[config.mk]
export PLATFORM = sky130hd
export DESIGN_NAME = stage_execute_muldiv
export DESIGN_NICKNAME = d
export VERILOG_FILES = /design/src/rtl/stage_execute_muldiv.sv
export SDC_FILE = /design/constraint.sdc
export NUM_CORES = 2
export LEC_CHECK = 0
export BUFFER_PORTS_ARGS = -buffer_cell sky130_fd_sc_hd__buf_4
export CORE_MARGIN = 8
export CORE_UTILIZATION = 54
export DETAILED_ROUTE_END_ITERATION = 6
export PLACE_DENSITY_LB_ADDON = 0.2
export RECOVER_POWER = 50
export SLEW_MARGIN = 20
export SYNTH_ARGS = -nofsm -noshare
export SYNTH_HDL_FRONTEND = slang
export SYNTH_SLANG_ARGS = --single-unit
export TNS_END_PERCENT = 20
[constraint.sdc]
create_clock -name clk -period 9.45 [get_ports clk]
set_clock_uncertainty 0.1 [all_clocks]
set_input_delay 0 -clock clk [delete_from_list [all_inputs] [get_ports clk]]
set_output_delay 0 -clock clk [all_outputs]
set_load 0.1 [all_outputs]
[src/rtl/stage_execute_muldiv.sv]
// RV32M/RV64M multiply/divide execute unit: pipelined multiplier plus an
// iterative radix-2 restoring divider, sharing one completion port to the ROB.
module stage_execute_muldiv #(
   parameter int XLEN       = 32,
   parameter int MUL_STAGES = 3,
   parameter int ROB_IDX_W  = 4,
   parameter int RD_W       = 5
) (
   input  logic                 clk,
   input  logic                 reset,
   input  logic                 in_valid,
   output logic                 out_ready,
   input  logic [2:0]           in_funct3,
   input  logic [XLEN-1:0]      in_operand1,
   input  logic [XLEN-1:0]      in_operand2,
   input  logic [RD_W-1:0]      in_rd,
   input  logic [ROB_IDX_W-1:0] in_complete_idx,
   input  logic                 in_flush,
   output logic                 out_complete,
   output logic [XLEN-1:0]      out_result,
   output logic [RD_W-1:0]      out_rd,
   output logic [ROB_IDX_W-1:0] out_complete_idx,
   output logic                 out_stall
);

   localparam int CNT_W = $clog2(XLEN);

   // Handshake: an op moves when in_valid & out_ready & ~in_flush at a rising edge.
   typedef enum logic [1:0] {S_IDLE, S_ITER, S_FIX} div_state_t;
   div_state_t state, state_next;

   logic accept, mul_accept, div_accept;
   logic mul_busy, mul_done, div_done;

   assign accept     = in_valid & out_ready & ~in_flush;
   assign mul_accept = accept & ~in_funct3[2];
   assign div_accept = accept & in_funct3[2];

   // ---------------- multiplier ----------------
   logic                    op1_signed, op2_signed;
   logic [XLEN:0]           mul_a, mul_b;
   logic signed [2*XLEN+1:0] mul_a_w, mul_b_w, mul_prod;
   logic [XLEN-1:0]         mul_sel;

   assign op1_signed = (in_funct3[1:0] == 2'b01) | (in_funct3[1:0] == 2'b10);
   assign op2_signed = (in_funct3[1:0] == 2'b01);
   assign mul_a      = {op1_signed & in_operand1[XLEN-1], in_operand1};
   assign mul_b      = {op2_signed & in_operand2[XLEN-1], in_operand2};
   assign mul_a_w    = {{(XLEN+1){mul_a[XLEN]}}, mul_a};
   assign mul_b_w    = {{(XLEN+1){mul_b[XLEN]}}, mul_b};
   assign mul_prod   = mul_a_w * mul_b_w;
   assign mul_sel    = (in_funct3[1:0] == 2'b00) ? mul_prod[XLEN-1:0]
                                                 : mul_prod[2*XLEN-1:XLEN];

   logic [MUL_STAGES-1:0] mul_v;
   logic [XLEN-1:0]       mul_res [MUL_STAGES];
   logic [RD_W-1:0]       mul_rd  [MUL_STAGES];
   logic [ROB_IDX_W-1:0]  mul_idx [MUL_STAGES];

   always_ff @(posedge clk) begin
      if (reset) begin
         mul_v <= '0;
         for (int i = 0; i < MUL_STAGES; i++) begin
            mul_res[i] <= '0;
            mul_rd[i]  <= '0;
            mul_idx[i] <= '0;
         end
      end else begin
         mul_v[0]   <= mul_accept;
         mul_res[0] <= mul_sel;
         mul_rd[0]  <= in_rd;
         mul_idx[0] <= in_complete_idx;
         for (int i = 1; i < MUL_STAGES; i++) begin
            mul_v[i]   <= mul_v[i-1];
            mul_res[i] <= mul_res[i-1];
            mul_rd[i]  <= mul_rd[i-1];
            mul_idx[i] <= mul_idx[i-1];
         end
         if (in_flush) mul_v <= '0;
      end
   end

   assign mul_busy = |mul_v;
   assign mul_done = mul_v[MUL_STAGES-1];

   // ---------------- divider datapath ----------------
   logic                 div_signed, div_zero, div_ovf, neg1, neg2;
   logic [XLEN-1:0]      abs1, abs2;
   logic [XLEN-1:0]      div_quot, div_rem, div_dsr;
   logic [CNT_W-1:0]     div_cnt;
   logic                 div_neg_q, div_neg_r, div_is_rem;
   logic [RD_W-1:0]      div_rd;
   logic [ROB_IDX_W-1:0] div_idx;
   logic [XLEN:0]        rem_sh, rem_diff;
   logic                 rem_ge;

   assign div_signed = ~in_funct3[0];
   assign div_zero   = (in_operand2 == '0);
   assign div_ovf    = div_signed & (in_operand1 == {1'b1, {(XLEN-1){1'b0}}}) & (&in_operand2);
   assign neg1       = div_signed & in_operand1[XLEN-1];
   assign neg2       = div_signed & in_operand2[XLEN-1];
   assign abs1       = neg1 ? -in_operand1 : in_operand1;
   assign abs2       = neg2 ? -in_operand2 : in_operand2;

   // Dividend bits shift out of div_quot as quotient bits shift in.
   assign rem_sh   = {div_rem, div_quot[XLEN-1]};
   assign rem_diff = rem_sh - {1'b0, div_dsr};
   assign rem_ge   = (rem_sh >= {1'b0, div_dsr});

   always_ff @(posedge clk) begin
      if (reset) begin
         div_quot   <= '0;
         div_rem    <= '0;
         div_dsr    <= '0;
         div_cnt    <= '0;
         div_neg_q  <= 1'b0;
         div_neg_r  <= 1'b0;
         div_is_rem <= 1'b0;
         div_rd     <= '0;
         div_idx    <= '0;
      end else if (div_accept) begin
         div_is_rem <= in_funct3[1];
         div_rd     <= in_rd;
         div_idx    <= in_complete_idx;
         div_cnt    <= CNT_W'(XLEN-1);
         div_dsr    <= abs2;
         if (div_zero) begin
            div_quot  <= '1;
            div_rem   <= in_operand1;
            div_neg_q <= 1'b0;
            div_neg_r <= 1'b0;
         end else if (div_ovf) begin
            div_quot  <= in_operand1;
            div_rem   <= '0;
            div_neg_q <= 1'b0;
            div_neg_r <= 1'b0;
         end else begin
            div_quot  <= abs1;
            div_rem   <= '0;
            div_neg_q <= neg1 ^ neg2;
            div_neg_r <= neg1;
         end
      end else if (state == S_ITER) begin
         div_rem  <= rem_ge ? rem_diff[XLEN-1:0] : rem_sh[XLEN-1:0];
         div_quot <= {div_quot[XLEN-2:0], rem_ge};
         div_cnt  <= div_cnt - 1'b1;
      end
   end

   // ---------------- divider FSM ----------------
   always_ff @(posedge clk) begin
      if (reset) state <= S_IDLE;
      else       state <= state_next;
   end

   always_comb begin
      state_next = state;
      case (state)
         S_IDLE:  if (div_accept) state_next = (div_zero | div_ovf) ? S_FIX : S_ITER;
         S_ITER:  if (div_cnt == '0) state_next = S_FIX;
         S_FIX:   state_next = S_IDLE;
         default: state_next = S_IDLE;
      endcase
      if (in_flush) state_next = S_IDLE;
   end

   logic [XLEN-1:0] div_q_fin, div_r_fin;
   assign div_q_fin = div_neg_q ? -div_quot : div_quot;
   assign div_r_fin = div_neg_r ? -div_rem  : div_rem;
   assign div_done  = (state == S_FIX);

   // Completion is masked during a flush cycle so a killed op never reaches the ROB.
   always_comb begin
      out_ready        = (state == S_IDLE) & (~in_funct3[2] | ~mul_busy);
      out_stall        = in_valid & ~out_ready;
      out_complete     = (mul_done | div_done) & ~in_flush;
      out_result       = '0;
      out_rd           = '0;
      out_complete_idx = '0;
      if (mul_done) begin
         out_result       = mul_res[MUL_STAGES-1];
         out_rd           = mul_rd[MUL_STAGES-1];
         out_complete_idx = mul_idx[MUL_STAGES-1];
      end else if (div_done) begin
         out_result       = div_is_rem ? div_r_fin : div_q_fin;
         out_rd           = div_rd;
         out_complete_idx = div_idx;
      end
   end

   logic unused_bits;
   assign unused_bits = &{1'b0, mul_prod[2*XLEN+1:2*XLEN], rem_diff[XLEN]};

   a_no_collision: assert property (@(posedge clk) disable iff (reset) !(mul_done && div_done));

endmodule

Word-level counts from Yosys, hierarchy flattened
Memories as Yosys holds them, arrays and structs flattened.
Index checks and enable logic that the tools add are counted.
Word-level totals
  register bits after elaboration: 118
  memory bits (writable): 123
  bits of input ports: 80
  word-level logic and storage cells: 112
  memories kept: 3
Memories
  mul_res: words 3, bits a word 32, rd ports 3, clocked after Yosys merged registers in 0, write ports 3, line 56  | logic [XLEN-1:0] mul_res [MUL_STAGES];
  mul_rd: words 3, bits a word 5, rd ports 3, clocked after Yosys merged registers in 0, write ports 3, line 57  | logic [RD_W-1:0] mul_rd [MUL_STAGES];
  mul_idx: words 3, bits a word 4, rd ports 3, clocked after Yosys merged registers in 0, write ports 3, line 58  | logic [ROB_IDX_W-1:0] mul_idx [MUL_STAGES];
Cells by class
  $add $sub $neg: 6
  $mul: 1
  $lt $le $gt $ge: 1
  eq/ne operators: 7
  multiplexer cells: 42
  bitwise logic cells: 32
  reductions and logical operators: 9
Operator list (count)
  $mux W32: 19
  $neg A32 Y32: 4
  $mul A33 B33 Y64: 1
  $mux W5: 7
  $ge A33 B32 Y1: 1
  $eq A32 B32 Y1 const B: 1
  $logic_not A32 Y1: 1
  $reduce_and A32 Y1: 1
  $sub A32 B32 Y32: 1
  $mux W4: 5
  $and A1 B1 Y1: 13
  $or A1 B1 Y1: 13
  $mux W1: 7
  $mux W2: 3
  $logic_not A5 Y1: 1
  $not A1 Y1: 5
  $sub A5 B1 Y5 const B: 1
  $eq A2 B1 Y1 const B: 2
  $eq A2 B2 Y1 const B: 2
  $logic_not A2 Y1: 2
  $pmux W2 S2: 1
  $reduce_or A3 Y1: 1
  $ne A2 B1 Y1 const B: 1
  $ne A2 B2 Y1 const B: 1
  other kinds (4): 4

Longest topological paths before layout
  depth in word-level cells: 9
  mapped depth: 33

Worst setup path before layout
Ideal clock, no wire load.
  kind: in2reg
  start: in in_funct3[0]
  end: mem mul_res[0][28]
  library setup time: 0.074 ns
  arrival: 8.018 ns
  data required time: 9.276 ns
  setup slack: 1.258 ns
  stages on the path: 33
  buffers on the path: 3
  path through: inv_1 ha_1 and2_1 clkbuf_1 clkbuf_1 nand2_1 inv_1 fa_1 inv_1 fa_1 inv_1 fa_1 fa_1 inv_1 fa_1 inv_1 fa_1 inv_1 fa_1 fa_1 inv_1 ha_1 clkbuf_1 a21o_1 a21o_1 a21o_1 a21o_1 a211oi_1 nor2_1 o41ai_2 o311ai_0 or3_1 a31oi_1
RTL lines
  from (decl): line 13  | input logic [2:0] in_funct3,
  to (decl): line 56

==> impl_results.md <==
- Outcome: finished with violations
- Failing checks: capacitance limit, slew limit
- Rows: 113
- Arrival time worst endpoint: 9420 ps
- Largest net degree at the start of global routing: 148
- Unrepaired setup endpoints after global routing: false
- DRT iter0 DRCs: 3444
- Hold path start: in_operand1[3]
- Core area: 95000 um^2
- Drt pass-1 iters: 5
- Syn nets: 7425
- Post-synth EDFFs: 0
- Worst Setup SP: in_funct3[0]
- Port Buf Inserts: 123
- Hold Path Class: input port to flip-flop
- Fmax: 110 MHz
- CP Buf/Inv Count: 10
- Synth-to-Final Area Change: 4.79%
- Clock Latency Late Sink: 550 ps
- Final RePlAce weighted congestion: 1.01
- CTS tree: yes
- Clock tree buffer depth: 3
- Post-route clock period utilization: 0.962
- Die area: 106000 um^2
- CTS sink count: 241
- CTS Root Cell: clkbuf_16
- Crit-path leading delay family: adder cells
- Area contributors post-synth: fa_1 (44%), dfxtp_1 (9.3%), inv_1 (9.1%), nand2_1 (6.6%), ha_1 (6.1%)
- Max-cap viol count: 5
- Area used by multi-input combinational logic: 40800 um^2
- Post CTS Setup Buffer Count: 0
- Antenna Nets Post-Route: 0
- Via count: 40.7k
- Worst EP required: 9790 ps
- Worst-Margin Slew: 3110 ps
- Vias in the first global route: 42.8k
- Final WL: 158 mm
- Worst setup SP type: input port
- Slew Limit Headroom: -1.07
- Initial antenna violation count: 13
- Mapped Cells: 5966
- Asr flop ratio synth: 0
- Fin. Hold Viols: 0
- Tmin final: 9090 ps
- Setup violators final: 0
- Worst reg2reg path startpoint: mul_v[2]$_SDFF_PP0_
- Via/cell ratio: 5.73
- Synth Cell Area: 51700 um^2
- Max Slew Vio Count: 230
- Setup TNS: 0 ps
- Critical Path End Type: flip-flop
- Fillers: 8698
- Sequential share of the synthesized area: 0.0933
- Die X-Extent: 326 um
- HPWL Detailed: 117 mm
- Yosys reg bits: 241
- Main flop type after synthesis: dfxtp_1
- YS warnings: 0
- Critical setup path kind: input port to flip-flop
- Total global routing track utilization: 0.299
- Layout cells sized above 1: 0.0366
- First-pass GRT wire length: 250 mm
- CTS buffer count: 26
- Grt ovf: 0
- Die H: 326 um
- DR DRC count: 0
- Final net count: 7269
- Ports: 124
- Critical Path Fanout Max: 9
- Post-synth top area share: 0.436
- Initial core utilization: 0.545
- Post-synth cell types: 83
- Slowest cell on crit path: fa_1
- Worst path max stage delay: 700 ps
- Most frequent cell after synthesis: inv_1
- Most instantiated cells after synthesis: inv_1 (1256), fa_1 (1126), nand2_1 (912), clkbuf_1 (306), and2_1 (282)
- Worst-path clk slew: 60 ps
- Reg area: 4830 um^2
- Mapped Avg Cell Area: 8.67 um^2
- H-tree depth: 1
- DR WL/cell: 22.3 um
- Cell taking the most area after synthesis: fa_1
==> per-layer routing <==
metal	vias up	track usage	wire, um	share of wire
li1	17692	-	-	-
met1	20626	0.398	63100	0.40
met2	1902	0.479	72100	0.46
met3	445	0.0564	14400	0.091
met4	14	0.129	8660	0.055
met5	-	0	94	0.00059
==> through the flow <==
| stage | cell area (um^2) | utilization | hold slack [ps] | std cells | setup slack [ps] |
|---|---|---|---|---|---|
| floorplan | 51700 | - | -23.1 | 5966 | 1260 |
| global placement | 53100 | 0.559 | 98.7 | 7003 | 509 |
| detailed placement | 53100 | 0.559 | 99.1 | 7003 | 380 |
| CTS | 54300 | 0.572 | 7.44 | 7089 | 226 |
| global route | 54200 | 0.571 | 36.4 | 7092 | 52.3 |
| finish | 54200 | 0.571 | 27.1 | 7094 | 361 |
==> cell usage in the layout (no fill, tap or decap), types with 107 or more instances in the layout <==
cell | synthesis | routed
a21oi_1 | 217 | 217
and2_1 | 282 | 280
buf_4 | 1 | 123
dfxtp_1 | 241 | 239
fa_1 | 1126 | 1124
ha_1 | 253 | 253
inv_1 | 1256 | 1256
nand2_1 | 912 | 912
nor2_1 | 205 | 203
nor2b_1 | 109 | 109
o21ai_0 | 132 | 132
xnor2_1 | 107 | 107
xor2_1 | 107 | 107
==> worst reg2reg max path: stages (launching register included) <==
cell,delay (ps)
dfxtp_1,310
clkbuf_1,1560
o31a_1,310
nor3_1,80
nand4b_1,110
clkbuf_1,1690
clkbuf_1,1330
nand2_1,120
a21oi_1,200
dlygate4sd3_1,590
==> registers in the layout, summed over array words and instances, names as in the netlist <==
register	count
div_neg_r	1
div_dsr	32
div_rd	5
div_rem	32
mul_v	3
state	2
div_quot	32
div_cnt	5
div_is_rem	1
mul_res	96
div_neg_q	1
mul_rd	15
div_idx	4
mul_idx	12
==> layout make-up <==
| class | count | share of cell area |
|---|---|---|
| multi-input combinational | 4087 | 0.753 |
| sequential | 241 | 0.0890 |
| inverter | 1257 | 0.0870 |
| tap | 1265 | 0.0292 |
| timing repair buffer | 197 | 0.0275 |
| clock buffer | 35 | 0.0135 |
| clock inverter | 7 | 0.000923 |
| antenna | 5 | 0.000231 |
==> worst paths after layout <==
kind,endpoint,slack [ps],cells after the start
max,mul_res[0][23]$_SDFF_PP0_,360,32
min,div_rem[3]$_SDFFE_PP0P_,30,3
max reg2reg,div_rd[3]$_SDFFE_PP0P_,2990,9
min reg2reg,mul_rd[0][11]$_SDFF_PP0_,330,1
==> kinds of logic after synthesis <==
logic type,synth area share
DFF,0.0933
muxes,0.00503
buffers and inverters,0.119
and+or+nand+nor,0.158
xor gates and xnor gates,0.0362
adders and majority gates,0.497
AOI/OAI and AO/OA,0.0911
==> repair_timing <==
action / in CTS / in global routing
hold buffers: 44 / 0
endpoints found under the setup margin: 0 / 6
hold endpoints to repair: 87 / 0
gates resized for setup: 0 / 4
Power is not shown: default switching activity piles up to over one toggle a cycle in this logic, so the estimate is an artifact.
